--- config.mk ---
export PLATFORM = sky130hd
export DESIGN_NAME = pc_unit
export DESIGN_NICKNAME = d
export VERILOG_FILES = /design/src/rtl/pc_unit.sv
export SDC_FILE = /design/constraint.sdc
export NUM_CORES = 1
export LEC_CHECK = 0
export ABC_CLOCK_PERIOD_IN_PS = 2300
export CORE_ASPECT_RATIO = 0.7
export CORE_UTILIZATION = 44
export DETAILED_ROUTE_END_ITERATION = 10
export PLACE_DENSITY = 0.78
export SLEW_MARGIN = 20
export SYNTH_ARGS = -nofsm -noshare
export SYNTH_HDL_FRONTEND = slang
export SYNTH_SLANG_ARGS = --single-unit
export TNS_END_PERCENT = 10
--- constraint.sdc ---
create_clock -name clk -period 2.3 [get_ports clk]
set_clock_uncertainty 0.05 [all_clocks]
set_input_delay 0.46 -clock clk [delete_from_list [all_inputs] [get_ports clk]]
set_output_delay 0.46 -clock clk [all_outputs]
set_load 0.02 [all_outputs]
--- src/rtl/pc_unit.sv ---
// Program-counter unit for the pipelined MIPS core: boot cycle, stall hold,
// prioritised redirects and capture of a redirect arriving during a stall.
// Optional misaligned-target trap is enabled with `define PC_ALIGN_CHECK_EN.
//
// state | meaning
// ------+------------------------------------------------------------
// BOOT  | first cycle after reset, pc = RESET_VEC not yet fetchable
// RUN   | normal fetch: sequential advance or live redirect
// PEND  | stalled with a captured redirect target waiting in pend_tgt
module pc_unit #(
  parameter int              WORD      = 32,
  parameter logic [WORD-1:0] RESET_VEC = 32'h0000_0000,
  parameter logic [WORD-1:0] EXC_VEC   = 32'h8000_0180,
  parameter int              INC       = 4
) (
  input  logic            clk,
  input  logic            rst_n,
  input  logic            stall,
  input  logic            br_taken,
  input  logic [WORD-1:0] br_target,
  input  logic            jmp_taken,
  input  logic [WORD-1:0] jmp_target,
  input  logic            exc_req,
  output logic [WORD-1:0] pc,
  output logic [WORD-1:0] pc_plus,
  output logic            pc_valid,
  output logic            redirect,
  output logic            pending,
  output logic            misalign
);

  typedef enum logic [1:0] {
    BOOT = 2'd0,
    RUN  = 2'd1,
    PEND = 2'd2
  } state_t;

  state_t          state, state_nxt;
  logic [WORD-1:0] pend_tgt, pend_tgt_nxt;
  logic [WORD-1:0] pc_nxt;
  logic            pc_valid_nxt, redirect_nxt, misalign_nxt;
  logic            exc_load, tgt_load;
  logic [WORD-1:0] load_addr;

  assign pc_plus = pc + WORD'(INC);
  assign pending = (state == PEND);

  always_ff @(posedge clk or negedge rst_n) begin
    if (!rst_n) begin
      state    <= BOOT;
      pc       <= RESET_VEC;
      pc_valid <= 1'b0;
      redirect <= 1'b0;
      misalign <= 1'b0;
      pend_tgt <= '0;
    end else begin
      state    <= state_nxt;
      pc       <= pc_nxt;
      pc_valid <= pc_valid_nxt;
      redirect <= redirect_nxt;
      misalign <= misalign_nxt;
      pend_tgt <= pend_tgt_nxt;
    end
  end

  // Select what happens this edge; the actual pc load is resolved below.
  always_comb begin
    state_nxt    = state;
    pend_tgt_nxt = pend_tgt;
    pc_valid_nxt = pc_valid;
    exc_load     = 1'b0;
    tgt_load     = 1'b0;
    load_addr    = '0;
    unique case (state)
      BOOT: begin
        pc_valid_nxt = 1'b1;
        state_nxt    = RUN;
        exc_load     = exc_req;
      end
      RUN: begin
        if (exc_req) begin
          exc_load = 1'b1;
        end else if (stall) begin
          if (br_taken) begin
            pend_tgt_nxt = br_target;
            state_nxt    = PEND;
          end else if (jmp_taken) begin
            pend_tgt_nxt = jmp_target;
            state_nxt    = PEND;
          end
        end else if (br_taken) begin
          tgt_load  = 1'b1;
          load_addr = br_target;
        end else if (jmp_taken) begin
          tgt_load  = 1'b1;
          load_addr = jmp_target;
        end
      end
      PEND: begin
        if (exc_req) begin
          exc_load     = 1'b1;
          pend_tgt_nxt = '0;
          state_nxt    = RUN;
        end else if (stall) begin
          // A younger jump is squashed by the pending redirect; a newer branch wins.
          if (br_taken) pend_tgt_nxt = br_target;
        end else begin
          tgt_load     = 1'b1;
          load_addr    = br_taken ? br_target : pend_tgt;
          pend_tgt_nxt = '0;
          state_nxt    = RUN;
        end
      end
      default: begin
        state_nxt = BOOT;
      end
    endcase
  end

  always_comb begin
    redirect_nxt = 1'b0;
    misalign_nxt = 1'b0;
    pc_nxt       = pc;
    if (exc_load) begin
      pc_nxt       = EXC_VEC;
      redirect_nxt = 1'b1;
    end else if (tgt_load) begin
      redirect_nxt = 1'b1;
`ifdef PC_ALIGN_CHECK_EN
      if (load_addr[1:0] != 2'b00) begin
        pc_nxt       = EXC_VEC;
        misalign_nxt = 1'b1;
      end else begin
        pc_nxt = load_addr;
      end
`else
      pc_nxt = load_addr & ~WORD'(3);
`endif
    end else if (state == RUN && !stall) begin
      pc_nxt = pc_plus;
    end
  end

endmodule

==> qor.yml, run 1 <==
status: "complete, but fails checks"
violations: "setup timing"
crit_buf_inv: 3
hp-start: "pc_valid"
worstSkewPairLatency_ps: 330
ys.flop_type: "dfrtp_1"
ys_seq_area_share_pct: 32.9
gp_congestion: 0.911
cp-end-kind: "primary output"
floorplan.io_pins: 138
gr-usage-met1_pct: 42.9
grt_use_met3_pct: 7.02
first_global_vias: 5588
die_w_um: 128
finalCriticalPeriod_ps: 2440
nets: 888
die_h_um: 90.0
area_delta_synth_final_pct: 53.8
crit_family: "simple AND/OR/NAND/NOR gates"
grt_use_met2_pct: 48.0
dieArea_um2: 11500
drv_slew: 0
drv_cap: 0
clock.fmax_mhz: 410
setup_viol: 13
hold_ws_ps: 417
start_util_pct: 46.1
cp.required_ps: 1790
routed_wl_mm: 17.7
num_vias: 5708
ys_top_cells_by_area: "dfrtp_1 33%, xor2_1 5.0%, nand2_1 4.8%, xnor2_1 4.7%, a21oi_1 4.6%"
worst-setup-path-type: "flip-flop to primary output"
portBuffers: 128
cp_slowest_stage_delay_ps: 410
rows: 31
drc: 0
fin_ws_ps: -140
ir_drop_mv: 0.507
clockBufferDepth: 2
num_antenna_cells: 0
synth_top_cell_by_area: "dfrtp_1"
leakagePower_nw: 3.23
startpoint: "pc[12]"
root_buffer: "clkbuf_16"
wl_per_cell_um: 18.3
yosys-top-cells-count: "64 x dfrtp_1, 62 x nand2_1, 54 x nor2_1"
grt_first_pass_wirelength_mm: 28.4
power_density_nw_per_um2: 949
path_cells: "nand4_1 > buf_6 > nor4_4 > buf_6 > nand2_1 > xnor2_2 > buf_4"
htreeDepth: 3
grt_overflow: 0
place_hpwl_mm: 12.8
synth_area_um2: 4860
period_share_pct: 106
clock-sinks: 64
ant_nets: 0
place_area_um2: 7120
drt_iter0_markers: 526
core_area_um2: 10600
grtUsageTotal_pct: 31.4
cts_tree: "yes"
startpoint_type: "flip-flop"
ys_types: 52
reg2reg_slack_ps: 120
yosysWarnings: 0
drive_above_1_share_pct: 25.2
grt_max_degree: 76
synth_edf_count: 0
syn_inst: 616
cpMostUsedCell: "buf_6"
yosysTopAreaCellShare_pct: 32.9
drt-vias-per-instance: 5.92
clk_pin_slew_worst_paths_ps: 50
r2r-start: "state[1]"
synthArstFlopShare_pct: 100
synth-seq-cells: 64
top_usage_layer: "met2"
cp_max_fo: 7
antenna_found_initial: 0
worstPathArrival_ps: 1930
drt-pass1-iter-count: 5
rsz0062_at_grt: "true"
slowest_stage: "dfrtp_1"
final_area_um2: 7480
cts_buffers: 9
yosys.cell_count.top_type: "dfrtp_1"
hold_viol: 0
hold_class: "flip-flop to flip-flop"
syn_avg_cell_area_um2: 7.90
==> metal layers <==
| layer | wire length, um | vias to the layer above |
|---|---|---|
| li1 | - | 2616 |
| met1 | 7590 | 2752 |
| met2 | 8120 | 307 |
| met3 | 1510 | 33 |
| met4 | 455 | 0 |
| met5 | 0 | - |
==> kinds of logic after synthesis <==
| logic type | count (synthesis) | share of synthesized area [%] |
|---|---|---|
| adders and majority gates | 5 | 1.29 |
| buffers and inverters | 68 | 5.89 |
| DFF | 64 | 32.9 |
| xor gates and xnor gates | 54 | 9.72 |
| other | 1 | 0.0771 |
| AOI/OAI and AO/OA | 203 | 26.7 |
| and+or+nand+nor | 221 | 23.4 |
==> final timing paths <==
path / cells after the start / endpoint
max: 7 / pc_plus[25]
min: 1 / pc_valid
max reg2reg: 9 / pc[12]
min reg2reg: 1 / pc_valid
max in group asynchronous: 3 / pc[7]
min in group asynchronous: 2 / redirect
==> cells in the final DEF (no fill, tap or decap), types with 7 or more instances in the layout <==
master | Yosys | layout
a211oi_1 | 25 | 25
buf_4 | 5 | 122
buf_6 | 0 | 7
clkbuf_16 | 0 | 9
a221oi_1 | 8 | 8
dfrtp_1 | 64 | 52
xnor2_2 | 0 | 8
a31oi_1 | 32 | 32
nor2_1 | 54 | 51
dfrtp_2 | 0 | 12
o21a_1 | 10 | 10
o21ai_0 | 45 | 45
a21oi_1 | 45 | 45
clkdlybuf4s50_1 | 0 | 98
a32oi_1 | 13 | 13
nand4_1 | 10 | 10
nor2b_1 | 32 | 32
xor2_1 | 28 | 24
a22oi_1 | 9 | 9
nand3_1 | 19 | 16
nand2_1 | 62 | 58
xnor2_1 | 26 | 18
==> report_power, final <==
| group | leakage, nW | switching, mW | total (mW) | internal [mW] |
|---|---|---|---|---|
| Combinational | 2.31 | 2.18 | 3.98 | 1.79 |
| Clock | 0.122 | 0.478 | 1.19 | 0.714 |
| Sequential | 0.806 | 0.380 | 1.93 | 1.55 |
==> final cells by class <==
class                      count  area, um^2
sequential                    64        1620
fill                         838        3070
multi-input combinational    488        3240
inverter                       4        15.0
clock buffer                  12         236
timing repair buffer         246        2180
clock inverter                 2        10.0
tap                          148         185
==> flip-flops by register name (all words and copies together) (netlist names) <==
name	cells
pc	30
pc_valid	1
pend_tgt	30
redirect	1
state	2
==> per-stage QoR <==
stage          TNS, ps  util [%]  worst slack (ps)  total power, mW  cells
2_1_floorplan    -73.3         -             -47.3             4.05    620
3_3_place_gp     -3840      67.5              -290             5.74    945
3_5_place_dp     -4980      67.5              -312             5.88    945
4_1_cts          -2220      69.9              -208             7.03    961
5_1_grt          -2470      70.9              -208             7.51    964
6_report         -1130      70.9              -140             7.10    964
==> timing repair <==
item | 4_1_cts | 5_1_grt
setup buffers | 1 | 3
pin swaps | 3 | 11
gates cloned | 0 | 0
gates resized for setup | 97 | 48
endpoints found under the setup margin | 28 | 46
endpoints found under the hold margin | 12 | 0
hold buffers | 1 | 0
(Power assumes the default switching activity.)
==> run 2: changes to the inputs <==
- GPL_ROUTABILITY_DRIVEN: default -> 0
==> run 2 against run 1 <==
Net effect:
- the run still ends with setup timing left
- sequential power barely moved
- total power increased by 4.9%
- worst setup slack worse by 49 ps
- global-route usage grew 0.088 points
- highest routed layer unchanged
==> qor.yml, run 2 (same netlist as run 1, synthesis figures left out) <==
slowest_stage: "dfrtp_2"
cp_slowest_stage_delay_ps: 410  # about the same
dp_worst_setup_slack_ps: -364  # -52.0 ps
ir_drop_mv: 0.539  # +6.4%
portBuffers: 128  # unchanged
wl_per_cell_um: 18.8  # +2.7%
finalCriticalPeriod_ps: 2490  # +48.8 ps
cp-end-kind: "primary output"
hold_class: "input port to async pin"
power.switching_mw: 3.14  # +3.4%
cts_tree: "yes"
cts_buffers: 9  # unchanged
fin_tns_setup_ps: -2090  # -964 ps
die_w_um: 128  # unchanged
rsz0062_at_grt: "true"
p_int_mw: 4.30  # +6.1%
rows: 31  # unchanged
first_global_vias: 5445  # -2.6%
worstSkewPairLatency_ps: 340  # about the same
final_area_um2: 7580  # +1.4%
root_buffer: "clkbuf_16"
worstPathArrival_ps: 1980  # +50 ps
relSlewSlack_pct: 65.3
grt_max_degree: 74  # -2.6%
hold_buffers: 0  # -1
die_h_um: 90.0  # unchanged
routed_wl_mm: 18.2  # +2.8%
setup_viol: 18  # +5
tightest_slew_ps: 521
nets: 887  # -0.11%
p_sw_share_pct: 42.2  # -0.63 points
final_common_cell: "buf_4"
fillCellCount: 762  # -9.1%
drive_above_1_share_pct: 25.9  # +0.70 points
final_cell_mix: "116 x buf_4, 97 x clkdlybuf4s50_1, 57 x nand2_1"
num_vias: 5779  # +1.2%
place_area_um2: 7120  # about the same
num_antenna_cells: 0  # unchanged
hold_viol: 0  # unchanged
pwr-share-comb_pct: 55.0  # -1.0 points
drv_cap: 0  # unchanged
power_density_nw_per_um2: 982  # +3.5%
grt_first_pass_wirelength_mm: 28.2  # -0.80%
grtUsageTotal_pct: 31.5  # +0.088 points
period_share_pct: 108  # +2.1 points
dieArea_um2: 11500  # unchanged
core_area_um2: 10600  # unchanged
reg.largest.list: "pc (30), pend_tgt (30), state (2)"
hold_ws_ps: 48.2  # -369 ps
start_util_pct: 46.1  # unchanged
ant_nets: 0  # unchanged
path_cells: "ha_4 > nand4_4 > nor3_4 > nand4_1 > buf_6 > nor3_4 > xor2_2 > buf_6"
violations: "setup timing"
power_frac_seq_pct: 26.3  # -0.9 points
startpoint_type: "flip-flop"
clockBufferDepth: 2  # unchanged
cp_max_fo: 4  # -3
clkPwrFrac_pct: 18.7  # +1.9 points
drt_iter0_markers: 616  # +17%
status: "complete, but fails checks"
leakagePower_nw: 3.25  # +0.55%
drt-pass1-iter-count: 6  # +1
drv_slew: 0  # unchanged
drt-vias-per-instance: 5.99  # +1.1%
final_util_pct: 71.9  # +0.97 points
seq_area_um2: 1620  # unchanged
crit_family: "simple AND/OR/NAND/NOR gates"
grt_overflow: 0  # unchanged
floorplan.io_pins: 138  # unchanged
cp.required_ps: 1790  # about the same
fin_ws_ps: -189  # -48.8 ps
drc: 0  # unchanged
area_delta_synth_final_pct: 55.9
crit_buf_inv: 2  # -1
place_hpwl_mm: 12.8  # +0.15%
worst-setup-path-type: "flip-flop to primary output"
clk_pin_slew_worst_paths_ps: 50  # about the same
antenna_found_initial: 0  # unchanged
clock.fmax_mhz: 402  # -2.0%
htreeDepth: 3  # unchanged
multi_input_area_um2: 3260  # +0.54%
clock-sinks: 64  # unchanged
[run 2: cell types whose count changed in the layout (fill, tap and decap cells not counted), moves of 2 or more]
cell and delta:
clkbuf_8 +2, clkdlybuf4s15_2 +4, buf_4 -6, ha_2 -2, nor3_2 +2, buf_12 +2, ha_4 +2
[run 2: final timing paths]
check / depth (start not counted) / slack (ps) / endpoint / from
worst max-delay path: 8 / -190 / pc_plus[30] / pc[3]
worst min-delay path: 1 / 50 / pend_tgt[26] / rst_n
worst max register to register: 9 / 70 / pc[16] / pc[3]
worst min register to register: 1 / 410 / pc_valid / pc_valid
max in group asynchronous: 2 / 1430 / pc[7] / rst_n
min in group clk: 1 / 410 / pc_valid / pc_valid
[run 2: what timing repair did]
| action | in CTS | in global routing |
|---|---|---|
| gates resized for setup | 113 | 35 |
| cloned | 0 | 0 |
| setup endpoints to repair | 30 | 37 |
| pin swaps | 7 | 3 |
| setup buffers | 6 | 1 |
[run 2: worst register-to-register path: cells and delay by family, from the launching register on]
kind	cells	cell delay, ps
buffers and inverters	3	510
XOR/XNOR	1	190
AO/OA/AOI/OAI	1	240
flip-flops	1	410
AND/OR/NAND/NOR	3	550
adder cells (fa/ha/maj)	1	170
[run 2: per-stage QoR]
stage               std cells  power [mW]
floorplan                 620        4.05
global placement          942        5.73
detailed placement        942        5.90
CTS                       964        7.32
global route              965        7.82
finish                    965        7.45
[run 2: routing by layer]
| metal | vias to the layer above | part of all wire [%] | global-route usage (%) |
|---|---|---|---|
| li1 | 2615 | - | - |
| met1 | 2749 | 40 | 43.1 |
| met2 | 368 | 48 | 50.7 |
| met3 | 47 | 9.6 | 4.82 |
| met4 | 0 | 2.3 | 11.0 |
| met5 | - | 0 | 0 |
[run 2: cell type report]
type	count	share of cell area [%]
flip-flops and latches	64	21.3
multi-input cells	488	42.9
repair buffers	245	29.2
clock inverters	3	0.528
clock buffers	13	3.43
well taps	148	2.44
inverters	4	0.198
[run 2: power groups by stage]
stage               clock network [mW]  logic (mW)  registers (mW)
floorplan                            0        1.95            2.09
global placement                     0        3.84            1.88
detailed placement                   0        3.96            1.93
CTS                               1.40        4.00            1.92
global route                      1.45        4.37            2.00
finish                            1.39        4.10            1.96
==> run 3: changes to the inputs <==
- ABC_CLOCK_PERIOD_IN_PS: 2300 -> 3100
- CORE_UTILIZATION: 44 -> 45
- PLACE_DENSITY: 0.78 -> 0.76
- clock period: 2.3 -> 3.1 ns (I/O delays scaled with it)
==> run 3 against run 2 <==
Net effect:
- the run still ends with setup timing left
- sequential power shrank 25%
- non-clock buffer count down 67
- register-to-register slack better by 510 ps
- worst setup slack improved by 110 ps
- hold slack better by 200 ps
- total power fell by 31%
- wire length shrank 6.7%
- critical path depth is 1 lower
- first-iteration DRC count increased by 2.6%
- cell count down 8.7%
- flip-flop and latch count did not move
- critical endpoint unchanged
- largest power group unchanged
==> qor.yml, run 3 (same netlist as run 1, synthesis figures left out) <==
r2r-start: "state[1]"
num_vias: 5395  # -6.6%
worstSkewPairLatency_ps: 340  # about the same
power_density_nw_per_um2: 755  # -23%
drive_above_1_share_pct: 11.5  # -14 points
clock-sinks: 64  # unchanged
root_buffer: "clkbuf_16"
cts_buffers: 9  # unchanged
relSlewSlack_pct: 58.0  # -7.2 points
drt_iter0_markers: 632  # +2.6%
grt_first_pass_wirelength_mm: 26.8  # -4.8%
clk_pin_slew_worst_paths_ps: 50  # about the same
stdcell_count: 881  # -8.7%
clockBufferDepth: 2  # unchanged
cp-end-kind: "primary output"
final_util_pct: 65.3  # -6.5 points
cp.required_ps: 2430  # +640 ps
worst-r2r-cell-count: 8  # -1
period_share_pct: 102
worst-setup-path-type: "flip-flop to primary output"
ir_drop_mv: 0.317  # -41%
worstPathArrival_ps: 2510  # +530 ps
r2r-end: "pc[2]"
grt_max_degree: 61  # -18%
hold_buffers: 0  # unchanged
setup_viol: 2  # -16
hold_viol: 0  # unchanged
portBuffers: 128  # unchanged
floorplan.io_pins: 138  # unchanged
drt-vias-per-instance: 6.12  # +2.3%
num_antenna_cells: 0  # unchanged
first_global_vias: 5027  # -7.7%
antenna_found_initial: 0  # unchanged
die_w_um: 126  # -1.1%
cp_max_fo: 4  # unchanged
core_area_um2: 10400  # -1.1%
hold_ws_ps: 251  # +203 ps
drv_slew: 0  # unchanged
clock.fmax_mhz: 315
wl_per_cell_um: 19.2  # +2.2%
dieArea_um2: 11200  # -2.2%
drv_cap: 0  # unchanged
drc: 0  # unchanged
post-place-cells: 862  # -8.5%
final_common_cell: "clkdlybuf4s50_1"
cts_tree: "yes"
reg2reg_slack_ps: 580  # +510 ps
final_cell_mix: "113 x clkdlybuf4s50_1, 62 x nand2_1, 61 x dfrtp_1"
htreeDepth: 3  # unchanged
die_h_um: 89.0  # -1.1%
rsz0062_at_grt: "true"
start_util_pct: 46.6  # +0.51 points
status: "complete, but fails checks"
finalCriticalPeriod_ps: 3180
rows: 31  # unchanged
violations: "setup timing"
leakagePower_nw: 2.85  # -12%
routed_wl_mm: 17.0  # -6.7%
grt_overflow: 0  # unchanged
place_hpwl_mm: 12.0  # -6.2%
nets: 820  # -7.6%
dp_worst_setup_slack_ps: 118  # +482 ps
hold_class: "input port to async pin"
ant_nets: 0  # unchanged
fin_ws_ps: -75.4  # +113 ps
area_delta_synth_final_pct: 40.1
drt-pass1-iter-count: 6  # unchanged
startpoint_type: "flip-flop"
grtUsageTotal_pct: 31.1  # -0.38 points
tightest_slew_ps: 629  # +108 ps
reg.largest.list: "pc (30), pend_tgt (30), state (2)"
run 3: cell count changes in the layout (fill, tap and decap cells not counted), moves of 4 or more:
cell	previous run	this run
xor2_2	4	0
nand2_2	5	0
dlymetal6s2s_1	0	7
clkdlybuf4s50_1	97	113
xnor2_2	8	0
buf_4	116	47
xor2_1	24	28
nand2_1	57	62
dfrtp_2	12	3
clkdlybuf4s15_2	4	0
dfrtp_1	52	61
buf_12	7	2
buf_6	8	0
xnor2_1	18	26
run 3: worst max path at each step:
stage	start	to	slack [ps]	cells after the start
2_1_floorplan	pc[2]	pc_plus[30]	220	6
3_3_place_gp	pc[2]	pc_plus[30]	180	7
3_5_place_dp	pc[11]	pc_plus[15]	120	5
4_1_cts	pc[3]	pc_plus[30]	-190	7
5_1_grt	pc[3]	pc_plus[30]	-270	7
6_report	pc[3]	pc_plus[30]	-80	7
run 3: area by class of cell:
| type | instances | area (um^2) |
|---|---|---|
| flip-flops and latches | 64 | 1610 |
| repair buffers | 178 | 1700 |
| multi-input cells | 488 | 3020 |
| clock buffers | 12 | 267 |
| fillers | 846 | 3620 |
| well taps | 132 | 165 |
| inverters | 4 | 15.0 |
| clock inverters | 3 | 40.0 |
run 3: layer usage:
layer | vias to the layer above | global-route usage (%) | routed length, um
li1 | 2472 | - | -
met1 | 2576 | 42.5 | 7060
met3 | 28 | 7.12 | 1640
met5 | - | 0 | 0
met4 | 0 | 11.2 | 364
met2 | 319 | 48.9 | 7880
run 3: timing repair:
item | 4_1_cts | 5_1_grt
setup endpoints to repair | 14 | 15
buffers inserted | 2 | 1
pin swaps | 1 | 2
resized for setup | 9 | 11
run 3: critical path, cell delays in order (launching register included):
cell	delay (ps)
dfrtp_1	360
ha_2	250
nand4_4	120
nor3_2	230
nand4_1	250
nor3_2	210
xor2_1	150
clkdlybuf4s50_1	610
run 3: stage by stage:
stage | setup TNS [ps] | cell area, um^2 | total power, mW
floorplan | 0 | 4880 | 2.93
global placement | 0 | 6430 | 3.90
detailed placement | 0 | 6430 | 4.02
CTS | -1370 | 6750 | 5.06
global route | -515 | 6820 | 5.44
finish | -145 | 6820 | 5.15
run 3: power breakdown:
part           total [mW]  internal (mW)  switching, mW
clock network        1.05          0.680          0.368
logic                2.63           1.13           1.50
registers            1.47           1.14          0.328
total                5.15           2.95           2.19
